<file path="src/rtl/calc_pkg.sv">
// Opcodes and FSM state encodings shared by the accumulator engine and its datapath.
package calc_pkg;

  // Bit 1 selects abs, bit 2 swaps operand roles, bit 0 selects subtract.
  localparam logic [2:0] OP_ADD_AB = 3'b000;
  localparam logic [2:0] OP_SUB_AB = 3'b001;
  localparam logic [2:0] OP_ABS_B  = 3'b01?;
  localparam logic [2:0] OP_ADD_BA = 3'b100;
  localparam logic [2:0] OP_SUB_BA = 3'b101;
  localparam logic [2:0] OP_ABS_A  = 3'b11?;

  typedef logic [0:0] state_t;
  localparam state_t ACCUM  = 1'b0;
  localparam state_t RESULT = 1'b1;

endpackage

</file>
<file path="src/rtl/calc_accum_engine_alu.sv">
// Combinational W-bit signed calculator: add/sub in either order or abs, wrapping, with per-op overflow.
// Zero latency; no flow control.
module calc_accum_engine_alu #(
  parameter int W = 16
) (
  input  logic [2:0]         op,
  input  logic signed [W-1:0] a,
  input  logic signed [W-1:0] b,
  output logic signed [W-1:0] r,
  output logic               ovf
);

  logic signed [W-1:0] x;
  logic signed [W-1:0] y;
  logic signed [W-1:0] sum;
  logic signed [W-1:0] diff;
  logic signed [W-1:0] abs_src;

  always_comb begin
    x       = op[2] ? b : a;
    y       = op[2] ? a : b;
    abs_src = op[2] ? a : b;
    sum     = x + y;
    diff    = x - y;
    r       = '0;
    ovf     = 1'b0;
    if (op[1]) begin
      // Negating the most negative value wraps back onto itself; flag it.
      r   = abs_src[W-1] ? -abs_src : abs_src;
      ovf = abs_src[W-1] && (abs_src[W-2:0] == '0);
    end else if (op[0]) begin
      r   = diff;
      ovf = (x[W-1] != y[W-1]) && (diff[W-1] != x[W-1]);
    end else begin
      r   = sum;
      ovf = (x[W-1] == y[W-1]) && (sum[W-1] != x[W-1]);
    end
  end

endmodule

</file>
<file path="src/rtl/calc_accum_engine.sv">
// Command-driven accumulator around the calculator datapath; result registered 1 cycle after the last beat.
// cmd_ready drops while a result waits; res_* held until res_ready, cmd_ready returns the cycle after.
module calc_accum_engine
  import calc_pkg::*;
#(
  parameter int W  = 16,
  parameter int CW = 8
) (
  input  logic          clk,
  input  logic          rst_n,
  input  logic          cmd_valid,
  output logic          cmd_ready,
  input  logic [2:0]    cmd_op,
  input  logic [W-1:0]  cmd_data,
  input  logic          cmd_last,
  output logic          res_valid,
  input  logic          res_ready,
  output logic [W-1:0]  res_data,
  output logic          res_ovf,
  output logic [CW-1:0] res_count,
  output logic          busy
);

  state_t        state_q, state_d;
  logic [W-1:0]  acc_q, acc_d;
  logic          ovf_q, ovf_d;
  logic [CW-1:0] cnt_q, cnt_d;
  logic          busy_q, busy_d;
  logic [W-1:0]  res_data_q, res_data_d;
  logic          res_ovf_q, res_ovf_d;
  logic [CW-1:0] res_cnt_q, res_cnt_d;

  logic [W-1:0]  alu_r;
  logic          alu_ovf;
  logic          accept;
  logic [CW-1:0] cnt_inc;

  calc_accum_engine_alu #(.W(W)) u_alu (
    .op  (cmd_op),
    .a   (acc_q),
    .b   (cmd_data),
    .r   (alu_r),
    .ovf (alu_ovf)
  );

  assign cmd_ready = (state_q == ACCUM);
  assign res_valid = (state_q == RESULT);
  assign accept    = cmd_valid && cmd_ready;
  assign cnt_inc   = (cnt_q == '1) ? cnt_q : cnt_q + 1'b1;

  always_comb begin
    state_d    = state_q;
    acc_d      = acc_q;
    ovf_d      = ovf_q;
    cnt_d      = cnt_q;
    busy_d     = busy_q;
    res_data_d = res_data_q;
    res_ovf_d  = res_ovf_q;
    res_cnt_d  = res_cnt_q;
    if (accept) begin
      acc_d  = alu_r;
      ovf_d  = ovf_q | alu_ovf;
      cnt_d  = cnt_inc;
      busy_d = 1'b1;
      // Result captures the post-update values on the same edge as ACC.
      if (cmd_last) begin
        res_data_d = alu_r;
        res_ovf_d  = ovf_q | alu_ovf;
        res_cnt_d  = cnt_inc;
        state_d    = RESULT;
      end
    end else if (res_valid && res_ready) begin
      acc_d   = '0;
      ovf_d   = 1'b0;
      cnt_d   = '0;
      busy_d  = 1'b0;
      state_d = ACCUM;
    end
  end

  always_ff @(posedge clk or negedge rst_n) begin
    if (!rst_n) begin
      state_q    <= ACCUM;
      acc_q      <= '0;
      ovf_q      <= 1'b0;
      cnt_q      <= '0;
      busy_q     <= 1'b0;
      res_data_q <= '0;
      res_ovf_q  <= 1'b0;
      res_cnt_q  <= '0;
    end else begin
      state_q    <= state_d;
      acc_q      <= acc_d;
      ovf_q      <= ovf_d;
      cnt_q      <= cnt_d;
      busy_q     <= busy_d;
      res_data_q <= res_data_d;
      res_ovf_q  <= res_ovf_d;
      res_cnt_q  <= res_cnt_d;
    end
  end

  assign res_data  = res_data_q;
  assign res_ovf   = res_ovf_q;
  assign res_count = res_cnt_q;
  assign busy      = busy_q;

endmodule

</file>
<file path="config.mk">
export PLATFORM = sky130hd
export DESIGN_NAME = calc_accum_engine
export DESIGN_NICKNAME = d
export VERILOG_FILES = /design/src/rtl/calc_pkg.sv /design/src/rtl/calc_accum_engine_alu.sv /design/src/rtl/calc_accum_engine.sv
export SDC_FILE = /design/constraint.sdc
export NUM_CORES = 1
export LEC_CHECK = 0
export ABC_AREA = 0
export CAP_MARGIN = 20
export CORE_MARGIN = 2
export CORE_UTILIZATION = 55
export CTS_CLUSTER_DIAMETER = 50
export DETAILED_ROUTE_END_ITERATION = 10
export PLACE_DENSITY = 0.89
export SLEW_MARGIN = 20
export SYNTH_ARGS = -nofsm -noshare
export SYNTH_HDL_FRONTEND = slang
export SYNTH_HIERARCHICAL = 1
export SYNTH_SLANG_ARGS = --single-unit
</file>
<file path="constraint.sdc">
create_clock -name clk -period 9.2 [get_ports clk]
set_clock_uncertainty 0.1 [all_clocks]
set_input_delay 1.84 -clock clk [delete_from_list [all_inputs] [get_ports clk]]
set_output_delay 1.84 -clock clk [all_outputs]
set_load 0.05 [all_outputs]
</file>
* Word-level counts from Yosys, hierarchy flattened
Cells that the tools add are included.
** Operators by class
- Add/sub/neg operators :: 4
- Eq/ne operators :: 6
- Mux-type cells :: 17
- Bitwise gates (word level) :: 2
- Reduce and logical (&&, ||, !) cells :: 9
** Operators with widths (count)
- $mux W16 :: 7
- $mux W8 :: 3
- $add A16 B16 Y16 :: 1
- $neg A16 Y16 :: 1
- $sub A16 B16 Y16 :: 1
- $logic_not A15 Y1 :: 1
- $add A8 B1 Y8 const B :: 1
- $eq A8 B8 Y1 const B :: 1
- $mux W1 :: 7
- $logic_and A1 B1 Y1 :: 5
- $reduce_and A2 Y1 :: 2
- $ne A1 B1 Y1 :: 3
- $ne A2 B2 Y1 const B :: 1
- $reduce_bool A2 Y1 :: 1
- $eq A1 B1 Y1 :: 1
- $not A1 Y1 :: 1
- $or A1 B1 Y1 :: 1
** Word-level totals
- Bits in registers :: 52
- Input port bits :: 24

* Longest topological paths before layout
- Depth after elaboration :: 8
- Gate-level depth with buffers :: 18

* Modules after synthesis
Netlist, hierarchy kept.
** Modules (own cells, without submodules)
- calc_accum_engine_alu :: times used 1, cells an instance 355, area each 2557.5 um^2
- calc_accum_engine :: times used 1, cells an instance 189, area each 2284.7 um^2

* Least setup slack after synthesis
OpenSTA, ideal clock, no wires.
- Path kind :: input port to flip-flop
- Start point :: in cmd_op[2]
- End point :: reg res_data_q[14] (netlist: res_data[14])
- Setup time :: 125 ps
- Arrival :: 5447 ps
- Required time :: 8975 ps
- Slack :: 3529 ps
- Cell stages on the path :: 15
- Buffers on the path :: 5
- Cell sequence :: buf_6 > buf_12 > buf_12 > clkbuf_1 > clkbuf_1 > mux2_2 > ha_1 > a21o_1 > a2111oi_0 > a21o_1 > o21a_1 > o311ai_1 > o21a_1 > o31a_1 > mux2_2
** On the way
- Longest elaborated chain between the ends :: 4
- Elaborated cells on any way between the ends :: 8
- Those cells by class :: add/sub (3); mux (5)
** Ends and longest elaborated chain
- from (decl) :: RTL line calc_accum_engine.sv:13 : input logic [2:0] cmd_op,
- $mux W16, on equally long branches :: RTL line calc_accum_engine_alu.sv:20, calc_accum_engine_alu.sv:21, calc_accum_engine_alu.sv:22
- $add A16 B16 Y16 (tied with other cells) :: RTL line calc_accum_engine_alu.sv:23 : sum = x + y;
- $mux W16, on equally long branches :: RTL line calc_accum_engine_alu.sv:31, calc_accum_engine_alu.sv:29
- $mux W16 (*) :: RTL line calc_accum_engine_alu.sv:27 : if (op[1]) begin
- via alu_r[14] :: RTL line calc_accum_engine.sv:33 : logic [W-1:0] alu_r;
- to (signal assigned) :: RTL line calc_accum_engine.sv:97 : res_data_q <= res_data_d;
- to (decl) :: RTL line calc_accum_engine.sv:29 : logic [W-1:0] res_data_q, res_data_d;
Mark *: on every way through the listed nets, which the timed path passes. The rest lies on a longest branch.
A chain may end at the register's enable or synchronous reset.

* Worst setup path after layout
- Start point :: in cmd_op[2]
- End point :: reg ovf_q
** On the way
- Longest elaborated chain between the ends :: 8
- Elaborated cells on any way between the ends :: 16
- Those cells by class :: add/sub (2); eq/ne (4); mux (5); bitwise (1); reduce/logical (4)
** Ends and longest elaborated chain
- $mux W16, on equally long branches :: RTL line calc_accum_engine_alu.sv:20, calc_accum_engine_alu.sv:21, calc_accum_engine_alu.sv:22
- $add A16 B16 Y16 or $sub A16 B16 Y16 (tied branches) :: RTL line calc_accum_engine_alu.sv:23, calc_accum_engine_alu.sv:24
- $ne A1 B1 Y1, on equally long branches :: RTL line calc_accum_engine_alu.sv:36, calc_accum_engine_alu.sv:33
- $logic_and A1 B1 Y1, on equally long branches :: RTL line calc_accum_engine_alu.sv:36, calc_accum_engine_alu.sv:33
- $mux W1 :: RTL line calc_accum_engine_alu.sv:31 : end else if (op[0]) begin
- $mux W1 (*) :: RTL line calc_accum_engine_alu.sv:27
- via alu_ovf :: RTL line calc_accum_engine.sv:34 : logic alu_ovf;
- $or A1 B1 Y1 (*) :: RTL line calc_accum_engine.sv:62 : ovf_d = ovf_q | alu_ovf;
- $mux W1 (*) :: RTL line calc_accum_engine.sv:60 : if (accept) begin
- to (signal assigned) :: RTL line calc_accum_engine.sv:94 : ovf_q <= ovf_d;
- to (decl) :: RTL line calc_accum_engine.sv:26 : logic ovf_q, ovf_d;
Marks and branches as above.

==> impl_metrics.toml <==
[placement]
io_buffer_count = 51
dp_hpwl_mm = 9.379
gp_congestion = 0.9302

[min_path]
hp-class = "flip-flop to flip-flop"

[clock_tree]
cts_buffer_depth = 2
cts_resized = 0
tritoncts = "built"
clk_pin_slew_ps = 100
clock_latency_ps = 310
cts_made_buffers = 5
clockRootBuffer = "clkbuf_8"
htree_levels = 2
post_cts_buffers = 0
clock_sinks = 52
hold_buffers = 0

[synth]
synth-edff-count = 0
synthTopCellsByArea = "dfrtp_1, ha_1, mux2_2"
yosys_warnings = 6
ys_ff_latch = 52
syn_avg_cell_area_um2 = 8.901
yosys.area.top_type_share_pct = 26.87
synth.distinct_cells = 75
synthFlopType = "dfrtp_1"
yosys.area.top_type = "dfrtp_1"
syn_nets = 601
syn_area_um2 = 4842
async_reset_ff_share_pct = 100.0
yosys.area_share.simple_pct = 17.80
synthXorXnorAreaFrac_pct = 3.437
synth-adder-area-share_pct = 8.837
netlist_instances = 544
synth_top_family_by_area = "compound AO/OA/AOI/OAI gates"
ys_seq_area_share_pct = 26.87
muxShareOfSynthArea_pct = 13.70
synth_compound_area_share_pct = 21.96

[route]
drtPass1Iterations = 5
drc_errors = 0
wl_mm = 12.41
ant_nets = 0
vias = 4409
first_iter_violations = 413
wl_per_cell_um = 18.15
vias_per_cell = 6.446

[global_route]
overflow = 0
grt_usage_pct = 26.20
grt_pass1_vias = 4309
grt_pass1_wl_mm = 20.91
antenna_found_initial = 0
grt_max_degree = 53

[worst_setup_path]
required_ps = 9340
cp_slowest_cell = "buf_2"
crit_arrival_ps = 5720
worstPathCellList = "buf_2, mux2i_1, ha_1, nor2b_1, o211ai_1, a211oi_1, o21bai_1, o311a_1, mux2i_1, o311ai_1, a21oi_1, o22ai_1"
cp_slowest_stage_delay_ps = 750
start_kind = "primary input"
critPathMostFrequentCell = "mux2i_1"
endpoint_kind = "flip-flop"
crit_type = "primary input to flip-flop"
critPathMaxFanout = 43

[floorplan]
pin_count = 52
rows = 34
die-area_um2 = 9571
initial_core_util_pct = 56.07
core-area_um2 = 8636
fp.dieW_um = 97.83
fp.dieH_um = 97.83

[sta]
setup_violations = 0
fmax_ghz = 0.1793
fin_crit_sh_pct = 60.64
tightest_slew_ps = 1013
fin_setup_tns_ps = 0
post-route-min-period_ps = 5579
rsz0062_at_grt = "false"
hold_violations = 0
hold_ws_ps = 392.6
max_slew_margin_pct = 32.44
maxSlewViolCount = 0

[power_and_ir_drop]
irDropWorstVdd_mv = 0.1707
powerDensity_nw_per_um2 = 272.2
leakagePower_nw = 2.371

[final_layout]
diodes = 0
nets = 632
most-common-layout-cells = "dfrtp_1, clkdlybuf4s50_1, nand2_1"
mostFrequentLayoutCell = "dfrtp_1"
drive_gt1_share_pct = 10.07
area_growth_pct = 11.45

[flow_run]
cap_violations = 0

[run_status]
status = "completed"
==> worst paths after layout <==
| check | from | to | slack (ps) | cells past startpoint |
|---|---|---|---|---|
| max | cmd_op[2] | ovf_q | 3620 | 12 |
| min | res_count[3] | res_count[3] | 390 | 2 |
| max reg2reg | acc_q[1] | ovf_q | 5600 | 11 |
| min reg2reg | res_count[3] | res_count[3] | 390 | 2 |
| max in group asynchronous | rst_n | res_data[0] | 7030 | 2 |
| min in group asynchronous | rst_n | res_count[4] | 1530 | 2 |
==> registers in the layout (all words and copies together) (netlist names) <==
register,count
acc_q,16
res_data,16
cnt_q,8
res_count,8
busy,1
ovf_q,1
res_ovf,1
res_valid,1
==> power by group <==
group          total, mW  internal (mW)  switching (mW)
logic              0.934          0.366           0.568
registers          0.378          0.304          0.0739
clock network      0.157         0.0805          0.0761
total               1.47          0.751           0.718
==> Yosys cell counts (11+ instances only) <==
master / number
mux2i_1: 21
xnor2_1: 16
nor2_1: 21
nand2_1: 45
clkbuf_1: 11
ha_1: 31
inv_1: 32
a22o_1: 17
dfrtp_1: 52
nand3_1: 13
mux2_2: 25
o21ai_1: 15
a21oi_1: 34
nor3_1: 17
nand2b_1: 12
o21ai_0: 16
==> cell families (layout without fill, tap and decap cells) <==
| logic type | after synthesis | after routing |
|---|---|---|
| adders and majority gates | 33 | 33 |
| xor gates and xnor gates | 19 | 19 |
| buffers and inverters | 67 | 99 |
| and+or+nand+nor | 163 | 163 |
| DFF | 52 | 52 |
| muxes | 57 | 57 |
| AOI/OAI and AO/OA | 153 | 153 |
==> through the flow <==
stage	power (mW)	setup slack [ps]	instances	utilization (%)	cell area [um2]
floorplan	1.041	3529	544	-	4842
global placement	1.261	3478	676	61.20	5285
detailed placement	1.291	3341	676	61.20	5285
CTS	1.453	3682	684	62.49	5396
global route	1.553	3317	684	62.49	5396
finish	1.469	3621	684	62.49	5396
==> worst max-delay path, delay by kind of cell <==
family | cells | cell delay (ps)
fa+ha+maj | 1 | 380
mux | 2 | 820
simple gates | 1 | 150
buf+inv | 1 | 750
compound gates | 7 | 1750
==> metal layers <==
metal	wire (um)	GRT usage (%)
met1	5468	35.22
met2	5964	43.94
met3	600	2.434
met4	380	10.04
met5	0	0
==> final cells by class <==
cell class | count | area (um2)
Tap cell | 108 | 135.1
Inverter | 36 | 135.1
Clock buffer | 5 | 68.82
Multi-Input combinational cell | 425 | 3183
Clock inverter | 3 | 42.54
Timing Repair Buffer | 55 | 530.5
Sequential cell | 52 | 1301
Fill cell | 687 | 3239
Note: power is estimated with default switching activity, not from simulation.
